### config.mk
export PLATFORM = sky130hd
export DESIGN_NAME = iir_response_monitor
export DESIGN_NICKNAME = d
export VERILOG_FILES = /design/src/rtl/iir_mon_pkg.sv /design/src/rtl/iir_abs_sat.sv /design/src/rtl/iir_response_monitor.sv
export SDC_FILE = /design/constraint.sdc
export NUM_CORES = 1
export LEC_CHECK = 0
export CORE_UTILIZATION = 40
export CTS_CLUSTER_DIAMETER = 60
export CTS_CLUSTER_SIZE = 14
export DETAILED_ROUTE_END_ITERATION = 10
export GPL_TIMING_DRIVEN = 0
export PLACE_DENSITY = 0.67
export SLEW_MARGIN = 20
export SYNTH_ARGS = -nofsm -noshare
export SYNTH_HDL_FRONTEND = slang
export SYNTH_SLANG_ARGS = --single-unit
### constraint.sdc
create_clock -name clk -period 10.8 [get_ports clk]
set_input_delay 1.62 -clock clk [delete_from_list [all_inputs] [get_ports clk]]
set_output_delay 1.62 -clock clk [all_outputs]
set_load 0.005 [all_outputs]
### src/rtl/iir_mon_pkg.sv
// Shared definitions for the IIR response monitor family.
//
// Contents:
//   mon_state_t   - run-control states (idle, settle, measure, done)
//   Q20_ONE       - 1.0 in signed Q20
//   Q20_PASS_MIN  - 0.9 in Q20, default passband threshold
//   Q20_STOP_MAX  - 0.1 in Q20, default stopband threshold
//   SAMPLE_WIDTH  - default filter sample width
package iir_mon_pkg;

  // Run-control states. The ST_ prefix keeps these names distinct from the
  // monitor's SETTLE parameter, which shares the plain name.
  typedef enum logic [1:0] {
    ST_IDLE,
    ST_SETTLE,
    ST_MEASURE,
    ST_DONE
  } mon_state_t;

  localparam int Q20_ONE      = 1048576;
  localparam int Q20_PASS_MIN = 943718;
  localparam int Q20_STOP_MAX = 104858;
  localparam int SAMPLE_WIDTH = 32;

endpackage

### src/rtl/iir_abs_sat.sv
// Combinational saturating absolute value of a signed two's complement word.
//
// Ports:
//   i_value - signed input sample (WIDTH bits)
//   o_abs   - unsigned |i_value|; the most negative input saturates to the
//             largest positive value instead of wrapping back to itself
module iir_abs_sat #(
  parameter int WIDTH = 32
) (
  input  logic [WIDTH-1:0] i_value,
  output logic [WIDTH-1:0] o_abs
);

  localparam logic [WIDTH-1:0] LP_MOST_NEG = {1'b1, {(WIDTH-1){1'b0}}};
  localparam logic [WIDTH-1:0] LP_MAX_POS  = {1'b0, {(WIDTH-1){1'b1}}};

  // Negating the most negative value would overflow, so it is clamped.
  always_comb begin
    if (i_value == LP_MOST_NEG) begin
      o_abs = LP_MAX_POS;
    end else if (i_value[WIDTH-1]) begin
      o_abs = (~i_value) + 1'b1;
    end else begin
      o_abs = i_value;
    end
  end

endmodule

### src/rtl/iir_response_monitor.sv
// Steady-state amplitude monitor for the output of pipelined_iir.
// After discarding SETTLE valid samples (filter transient) it measures the
// peak |y| of NUM_WIN consecutive windows of WINDOW valid samples each and
// gives a passband / stopband verdict from the smallest / largest window peak.
//
// Ports:
//   clk       - system clock, rising edge
//   reset     - asynchronous active-high reset
//   start     - begin a run (only honoured in idle)
//   y_in      - signed filter output sample
//   y_valid   - y_in carries a sample this cycle
//   busy      - run in progress (settling or measuring)
//   done      - one-cycle pulse when a run completes
//   peak      - peak |y| of the most recently completed window
//   min_peak  - smallest window peak of the current run
//   max_peak  - largest window peak of the current run
//   win_count - windows completed in the current run
//   passband  - every window peak >= PASS_MIN (valid from done until next start)
//   stopband  - every window peak <= STOP_MAX (same validity as passband)
module iir_response_monitor
  import iir_mon_pkg::*;
#(
  parameter int WIDTH    = SAMPLE_WIDTH,
  parameter int SETTLE   = 96,
  parameter int WINDOW   = 24,
  parameter int NUM_WIN  = 4,
  parameter int PASS_MIN = Q20_PASS_MIN,
  parameter int STOP_MAX = Q20_STOP_MAX
) (
  input  logic             clk,
  input  logic             reset,
  input  logic             start,
  input  logic [WIDTH-1:0] y_in,
  input  logic             y_valid,
  output logic             busy,
  output logic             done,
  output logic [WIDTH-1:0] peak,
  output logic [WIDTH-1:0] min_peak,
  output logic [WIDTH-1:0] max_peak,
  output logic [7:0]       win_count,
  output logic             passband,
  output logic             stopband
);

  localparam logic [31:0]      LP_SETTLE      = 32'(SETTLE);
  localparam logic [31:0]      LP_WIN_LAST    = 32'(WINDOW - 1);
  localparam logic [7:0]       LP_NUMWIN_LAST = 8'(NUM_WIN - 1);
  localparam logic [WIDTH-1:0] LP_PASS        = WIDTH'(PASS_MIN);
  localparam logic [WIDTH-1:0] LP_STOP        = WIDTH'(STOP_MAX);
  localparam logic [WIDTH-1:0] LP_MIN_INIT    = {1'b0, {(WIDTH-1){1'b1}}};

  mon_state_t       r_state;
  logic [31:0]      r_settleCnt;
  logic [31:0]      r_sampCnt;
  logic [WIDTH-1:0] r_acc;
  logic [WIDTH-1:0] r_peak;
  logic [WIDTH-1:0] r_minTrk;
  logic [WIDTH-1:0] r_minPeak;
  logic [WIDTH-1:0] r_max;
  logic [7:0]       r_winCount;
  logic             r_busy;
  logic             r_done;
  logic             r_pass;
  logic             r_stop;

  logic [WIDTH-1:0] w_absY;
  logic [WIDTH-1:0] w_winPeak;
  logic [WIDTH-1:0] w_newMin;
  logic [WIDTH-1:0] w_newMax;
  logic             w_lastInWin;
  logic             w_lastWin;

  iir_abs_sat #(
    .WIDTH(WIDTH)
  ) u_abs (
    .i_value(y_in),
    .o_abs  (w_absY)
  );

  // The window peak folds in the current sample so the window-end edge can
  // publish it without an extra cycle; min/max/verdicts build on that value.
  assign w_winPeak   = (w_absY > r_acc) ? w_absY : r_acc;
  assign w_newMin    = (w_winPeak < r_minTrk) ? w_winPeak : r_minTrk;
  assign w_newMax    = (w_winPeak > r_max) ? w_winPeak : r_max;
  assign w_lastInWin = (r_sampCnt == LP_WIN_LAST);
  assign w_lastWin   = (r_winCount == LP_NUMWIN_LAST);

  // Run control and measurement. Every state change requires a valid sample
  // except the start and done transitions, so y_valid gaps only stretch time.
  always_ff @(posedge clk or posedge reset) begin
    if (reset) begin
      r_state     <= ST_IDLE;
      r_settleCnt <= '0;
      r_sampCnt   <= '0;
      r_acc       <= '0;
      r_peak      <= '0;
      r_minTrk    <= LP_MIN_INIT;
      r_minPeak   <= '0;
      r_max       <= '0;
      r_winCount  <= '0;
      r_busy      <= 1'b0;
      r_done      <= 1'b0;
      r_pass      <= 1'b0;
      r_stop      <= 1'b0;
    end else begin
      case (r_state)
        ST_IDLE: begin
          if (start) begin
            r_winCount  <= '0;
            r_max       <= '0;
            r_minTrk    <= LP_MIN_INIT;
            r_minPeak   <= '0;
            r_pass      <= 1'b0;
            r_stop      <= 1'b0;
            r_settleCnt <= LP_SETTLE;
            r_acc       <= '0;
            r_sampCnt   <= '0;
            r_busy      <= 1'b1;
            if (SETTLE == 0) begin
              r_state <= ST_MEASURE;
            end else begin
              r_state <= ST_SETTLE;
            end
          end
        end
        ST_SETTLE: begin
          if (y_valid) begin
            r_settleCnt <= r_settleCnt - 32'd1;
            if (r_settleCnt == 32'd1) begin
              r_state <= ST_MEASURE;
            end
          end
        end
        ST_MEASURE: begin
          if (y_valid) begin
            if (w_lastInWin) begin
              r_peak     <= w_winPeak;
              r_minTrk   <= w_newMin;
              r_minPeak  <= w_newMin;
              r_max      <= w_newMax;
              r_winCount <= r_winCount + 8'd1;
              r_acc      <= '0;
              r_sampCnt  <= '0;
              if (w_lastWin) begin
                r_pass  <= (w_newMin >= LP_PASS);
                r_stop  <= (w_newMax <= LP_STOP);
                r_done  <= 1'b1;
                r_busy  <= 1'b0;
                r_state <= ST_DONE;
              end
            end else begin
              r_acc     <= w_winPeak;
              r_sampCnt <= r_sampCnt + 32'd1;
            end
          end
        end
        ST_DONE: begin
          r_done  <= 1'b0;
          r_state <= ST_IDLE;
        end
        default: begin
          r_state <= ST_IDLE;
        end
      endcase
    end
  end

  assign busy      = r_busy;
  assign done      = r_done;
  assign peak      = r_peak;
  assign min_peak  = r_minPeak;
  assign max_peak  = r_max;
  assign win_count = r_winCount;
  assign passband  = r_pass;
  assign stopband  = r_stop;

endmodule

==> flow_summary.ini, run 1 <==
[floorplanning]
core_area_sq_mm = 0.0346
die_y_microns = 190
dieArea_sq_mm = 0.0360
ios = 144
die_x_microns = 190
rows = 68
initial_core_util_pct = 40.7

[setup_path]
r2r-start = r_acc[31]
crit_start = y_in[5]
rr_endpoint = min_peak[25]
cp_common_cell = buf_2
critPathCaptureType = flip-flop
path_buf_inv = 7
worstSetupStartpointType = input port
slowest_delay_ps = 770
cp.required_ps = 11180
slowest_stage = mux2i_1
rr_worst_depth = 22
rrSetupSlack_ps = 3710
cp_data_arrival_time_ps = 10740
crit_family = simple AND/OR/NAND/NOR gates
crit_path_max_fanout = 10
path_class = input port to flip-flop

[drt]
dr.pass1.iters = 6
vias = 12200
routed_via_density = 5.68
wl_per_cell_microns = 18.9
wl_microns = 40700
drcViolationCount = 0
ant_nets = 0
drtIter0Drc = 964

[sta]
rsz0062_at_grt = false
report.final.slew_viol_count = 0
finalClockSkew_ps = 13.7
setup_violations = 0
setup-tns-final_ps = 0
final.min_clock_period_ps = 10360
fin_crit_sh_pct = 95.9
max_slew.worst_pin.slew_ps = 1110
hold_viol_final = 0
fmax_ghz = 0.0965
maxSlewHeadroom_pct = 26.1

[clock_tree]
clkTransAtPathRegs_ps = 70
cts_made_buffers = 22
clock_latency_ps = 520
cts_tree = yes
cts.sinks = 237
cts_post_setup_buffers_inserted = 0
cts_root_buf = clkbuf_16
htreeDepth = 1
cts.path.max_buffers = 3

[grt]
grt_pass1_vias = 11700
antenna_found_initial = 1
grt_start_max_net_pins = 96
grt_pass1_wl_microns = 64400
gr-total-overflow = 0
grtUsageTotal_pct = 22.5

[yosys]
synthXorXnorAreaFrac_pct = 4.29
synth_simple_gate_area_share_pct = 16.8
synth_ff_type = dfrtp_1
yosysWarnings = 0
synth_top_area_share_pct = 36.6
synthArstFlopShare_pct = 100
muxShareOfSynthArea_pct = 5.42
syn_inst = 1517
seq_area_frac_synth_pct = 42.4
netlist_top_cells_area = dfrtp_1, ha_1, dfstp_2
synthesis.nets = 1658
syn_avg_cell_area_sq_um = 9.29
synth_compound_area_share_pct = 16.9
ys_seq_elements = 237
synth_edf_count = 0
synth_area_sq_mm = 0.0141
synth_top_family_by_area = compound AO/OA/AOI/OAI gates
synth_top_cell_by_area = dfrtp_1
yosysUniqueCellTypes = 66
synth-adder-area-share_pct = 9.32

[pwr]
power_mw = 3.10
powerDensity_mw_per_mm2 = 183
power_leakage_nw = 7.67
ir_drop_v = 0.0000985

[placed_design]
dp_hpwl_microns = 31100
place.gp.congestion = 0.923
dp.cells = 2116
io_buffers = 142
detailed_place.area_sq_mm = 0.0161

[hold_path]
worstHoldStart = min_peak[16]
min_to = min_peak[16]
hold_path_depth = 2
hold_class = flip-flop to flip-flop

[final_layout]
syn_to_final_growth_pct = 20.1
nFillCells = 3278
nets = 1825
finalInstanceArea_sq_mm = 0.0169
stdcell_count = 2154
drive_gt1_share_pct = 7.47
n_antenna_cell = 0

[flow_run]
maxCapViolations = 0

[status]
outcome = finished, final reports clean
[sequential cells by signal, indices dropped and copies added, names as in the netlist, 2 cells and up]
signal / flops
r_sampCnt: 32
max_peak: 32
r_acc: 32
peak: 32
win_count: 8
min_peak: 31
r_state: 2
r_minTrk: 32
r_settleCnt: 32
[layout make-up]
| cell class | count | area [sq um] | share of cell area [%] |
|---|---|---|---|
| Sequential cell | 237 | 5970 | 35.3 |
| Clock inverter | 5 | 80.1 | 0.473 |
| Inverter | 117 | 447 | 2.64 |
| Tap cell | 455 | 569 | 3.36 |
| Buffer | 64 | 260 | 1.54 |
| Multi-Input combinational cell | 1098 | 7480 | 44.2 |
| Clock buffer | 34 | 647 | 3.82 |
| Timing Repair Buffer | 144 | 1480 | 8.72 |
[through the flow]
step                      util, %  worst slack, ps  hold slack (ps)
after floorplan                 -             2100              467
after global placement       46.4            -1280              464
after detailed placement     46.6            -1340              470
after CTS                    48.8             9.62              484
after global routing         48.9             73.8              501
final                        48.9              438              476
[cell usage after synthesis, types with 11 or more instances]
cell      count
clkbuf_1     52
nand4_1      40
xor2_1       43
xnor2_1      26
nor3_1       31
inv_1       117
o22a_1       23
a32o_1       23
dfstp_2      31
o21ai_0     124
nor2_1      101
nor4_1       28
a21oi_1      69
or3_1        24
mux2i_1      43
mux2_2       27
nand2_1     168
ha_1        105
nor2b_1      11
o22ai_1      11
nand3_1      37
dfrtp_1     206
a21o_1       19
[cells in the final DEF (no fill, tap or decap), types with 9 or more instances in the layout]
cell             netlist  layout
or3_1                 24      24
dfstp_2               31      31
inv_1                117     116
o22ai_1               11      11
nor2_1               101     101
mux2i_1               43      42
xnor2_1               26      26
clkbuf_1              52      57
and3_1                 9       9
nand2_1              168     168
nand4_1               40      40
a21oi_1               69      64
ha_1                 105     105
nor3_1                31      31
dfrtp_1              206     206
clkdlybuf4s50_1        0     142
a32o_1                23      23
xor2_1                43      43
o21ai_0              124     124
clkbuf_16              0      23
a22o_1                 9       9
nor4_1                28      27
mux2_2                27      27
o22a_1                23      23
nand3_1               37      37
a21o_1                19      19
nor2b_1               11      11
[routing by layer]
layer	global-route usage (%)	routed length, microns
met5	0	13
met3	2.64	2660
met1	31.8	18400
met4	7.57	1140
met2	35.7	18600
[timing repair]
item                                    in CTS  in global routing
gates resized for setup                      5                 13
endpoints found under the setup margin      63                 63
hold endpoints to repair                     0                  0
hold buffers                                 0                  0
[how the worst max path moves through the flow]
| stage | cells past startpoint | slack, ps | to |
|---|---|---|---|
| after floorplan | 30 | 2100 | min_peak[5] |
| after global placement | 30 | -1280 | min_peak[7] |
| after detailed placement | 30 | -1340 | min_peak[7] |
| after CTS | 31 | 10 | min_peak[7] |
| after global routing | 29 | 70 | min_peak[25] |
| final | 28 | 440 | min_peak[25] |
[kinds of logic after synthesis]
family | Yosys count
simple gates | 489
compound gates | 363
flops | 237
buf+inv | 182
fa+ha+maj | 105
mux | 72
xor+xnor | 69
[power breakdown]
group          total [mW]  switching [mW]  leakage [nW]  internal, mW
logic                1.28           0.894          4.16         0.388
registers            1.01          0.0524          3.16         0.961
clock network       0.801           0.340         0.347         0.461
[worst reg2reg max path, stage by stage, from the launching register on]
cell and delay (ps):
dfrtp_1 320, inv_1 70, ha_1 320, nand4_1 210, nor4_1 480, nor2b_1 190
o31a_1 340, or2_2 350, clkbuf_2 350, mux2i_1 770, inv_1 240, ha_1 360
a21oi_1 130, o21ai_0 110, a221oi_1 280, o211ai_1 180, a2111oi_2 520, o211ai_1 310
nand2_1 270, buf_2 330, buf_2 380, mux2i_1 310, o21ai_0 110
Note: power is estimated with default switching activity, not from simulation.
==> inputs of run 2 (changes only) <==
--- a/config.mk
+++ b/config.mk
@@ -11,7 +11,7 @@
 export DETAILED_ROUTE_END_ITERATION = 10
 export GPL_TIMING_DRIVEN = 0
 export PLACE_DENSITY = 0.67
-export SLEW_MARGIN = 20
+export SLEW_MARGIN = 0
 export SYNTH_ARGS = -nofsm -noshare
 export SYNTH_HDL_FRONTEND = slang
 export SYNTH_SLANG_ARGS = --single-unit
==> run 2 against run 1 <==
Non-clock buffer count down 1. Cell count unchanged. Via count down 0.11%. Critical path depth up 1. Largest cell class unchanged.
==> flow_summary.ini, run 2 (same netlist as run 1, synthesis figures left out) <==
[status]
outcome = finished, final reports clean

[setup_path]
rrSetupSlack_ps = 3800
r2r-start = r_acc[13]
crit_path_max_fanout = 10
slowest_delay_ps = 870
crit_start = y_in[5]
worstSetupStartpointType = input port
cp.required_ps = 11170
slowest_stage = a21oi_1
critPathCaptureType = flip-flop
path_class = input port to flip-flop
cp_data_arrival_time_ps = 10620
cp_common_cell = buf_2

[final_layout]
layout_commonest_cell = dfrtp_1
nets = 1825
nFillCells = 3255
drive_gt1_share_pct = 7.65
most-common-layout-cells = dfrtp_1, nand2_1, clkdlybuf4s50_1, o21ai_0, inv_1
n_antenna_cell = 0
stdcell_count = 2154
final_util_pct = 48.9
syn_to_final_growth_pct = 20.2

[clock_tree]
cts.sinks = 237
cts.path.max_buffers = 3
cts_resized = 6
cts-hold-fix-buffers = 0
cts_post_setup_buffers_inserted = 0
clkTransAtPathRegs_ps = 60
cts_tree = yes
htreeDepth = 1
cts_made_buffers = 23
cts_root_buf = clkbuf_16
clock_latency_ps = 530

[pwr]
power_mw = 3.11
ir_drop_v = 0.000124
switchingPower_mw = 1.29
swShare_pct = 41.6
pwr-share-clk_pct = 26.2
comb_power_share_pct = 41.2
powerDensity_mw_per_mm2 = 184
power_leakage_nw = 7.66
intPower_mw = 1.82
seqPwrFrac_pct = 32.6

[grt]
gr-total-overflow = 0
met2_usage_pct = 35.7
busiest_layer = met2
grt_pass1_vias = 11600
grt_start_max_net_pins = 125
grtUsageTotal_pct = 22.6
grtUsageMet3_pct = 2.49
grt.met1_usage_pct = 32.4
grt_pass1_wl_microns = 64400
antenna_found_initial = 1

[sta]
maxSlewHeadroom_pct = 29.9
rsz0062_at_grt = false
max_slew.worst_pin.slew_ps = 1050
fin_crit_sh_pct = 94.9
hold_viol_final = 0
setup_violations = 0
final.setup.worst_slack_ps = 550
final.min_clock_period_ps = 10250
finalClockSkew_ps = 31.6
report.final.slew_viol_count = 0
fmax_ghz = 0.0976

[drt]
dr.pass1.iters = 6
ant_nets = 0
wl_microns = 40900
wl_per_cell_microns = 19.0
drtIter0Drc = 936
routed_via_density = 5.67
vias = 12200
drcViolationCount = 0

[hold_path]
hold_class = flip-flop to flip-flop
worstHoldStart = min_peak[16]

[flow_run]
maxCapViolations = 0

[placed_design]
dp_hpwl_microns = 31000
post-place-ws_ps = -1390
io_buffers = 142
place.gp.congestion = 0.923
dp.cells = 2115

[floorplanning]
ios = 144
core_area_sq_mm = 0.0346
die_y_microns = 190
die_x_microns = 190
rows = 68
initial_core_util_pct = 40.7
dieArea_sq_mm = 0.0360
[run 2: cell count changes in the layout (fill, tap and decap cells not counted)]
cell        delta
mux2i_2        +1
clkinvlp_4     +1
clkbuf_8       +1
inv_6          +1
nor4_1         -2
clkbuf_1       -2
clkbuf_2       -2
mux2i_1        -1
buf_16         -1
buf_1          +2
nor4_2         +2
[run 2: layer usage]
metal	up-vias	part of all wire [%]
met2	394	46
met4	2	2.5
li1	5790	-
met5	-	0.032
met1	5974	46
met3	59	6.0
[run 2: metrics by stage]
stage | setup TNS, ps | hold WS (ps) | cell area (sq um)
final | 0 | 475 | 16900
after global routing | 0 | 500 | 16900
after global placement | -170540 | 464 | 16100
after detailed placement | -77170 | 473 | 16100
after CTS | 0 | 487 | 16900
after floorplan | 0 | 467 | 14100
[run 2: worst paths after layout]
path | cells after the start | end
max | 29 | min_peak[25]
min | 2 | min_peak[16]
max reg2reg | 22 | min_peak[25]
min reg2reg | 2 | min_peak[16]
max in group asynchronous | 3 | r_acc[8]
min in group asynchronous | 2 | r_settleCnt[26]
[run 2: area by class of cell]
class	count	area, sq um	share of cell area [%]
inverter	117	447	2.64
tap	455	569	3.36
clock buffer	33	653	3.86
timing repair buffer	143	1450	8.56
buffer	64	258	1.52
clock inverter	7	96.3	0.569
sequential	237	5970	35.2
multi-input combinational	1098	7490	44.2
[run 2: critical path: cells and delay by family]
| family | cells | cell delay (ps) |
|---|---|---|
| adder cells (fa/ha/maj) | 2 | 630 |
| buffers and inverters | 7 | 2100 |
| multiplexers | 2 | 760 |
| AND/OR/NAND/NOR | 8 | 2460 |
| AO/OA/AOI/OAI | 10 | 3050 |
[run 2: power by group through the flow]
stage / logic, mW / registers [mW] / clock network, mW
floorplan: 0.839 / 1.01 / 0
global placement: 1.21 / 1.02 / 0
detailed placement: 1.24 / 1.03 / 0
CTS: 1.25 / 1.01 / 0.832
global route: 1.41 / 1.02 / 0.869
finish: 1.28 / 1.01 / 0.815
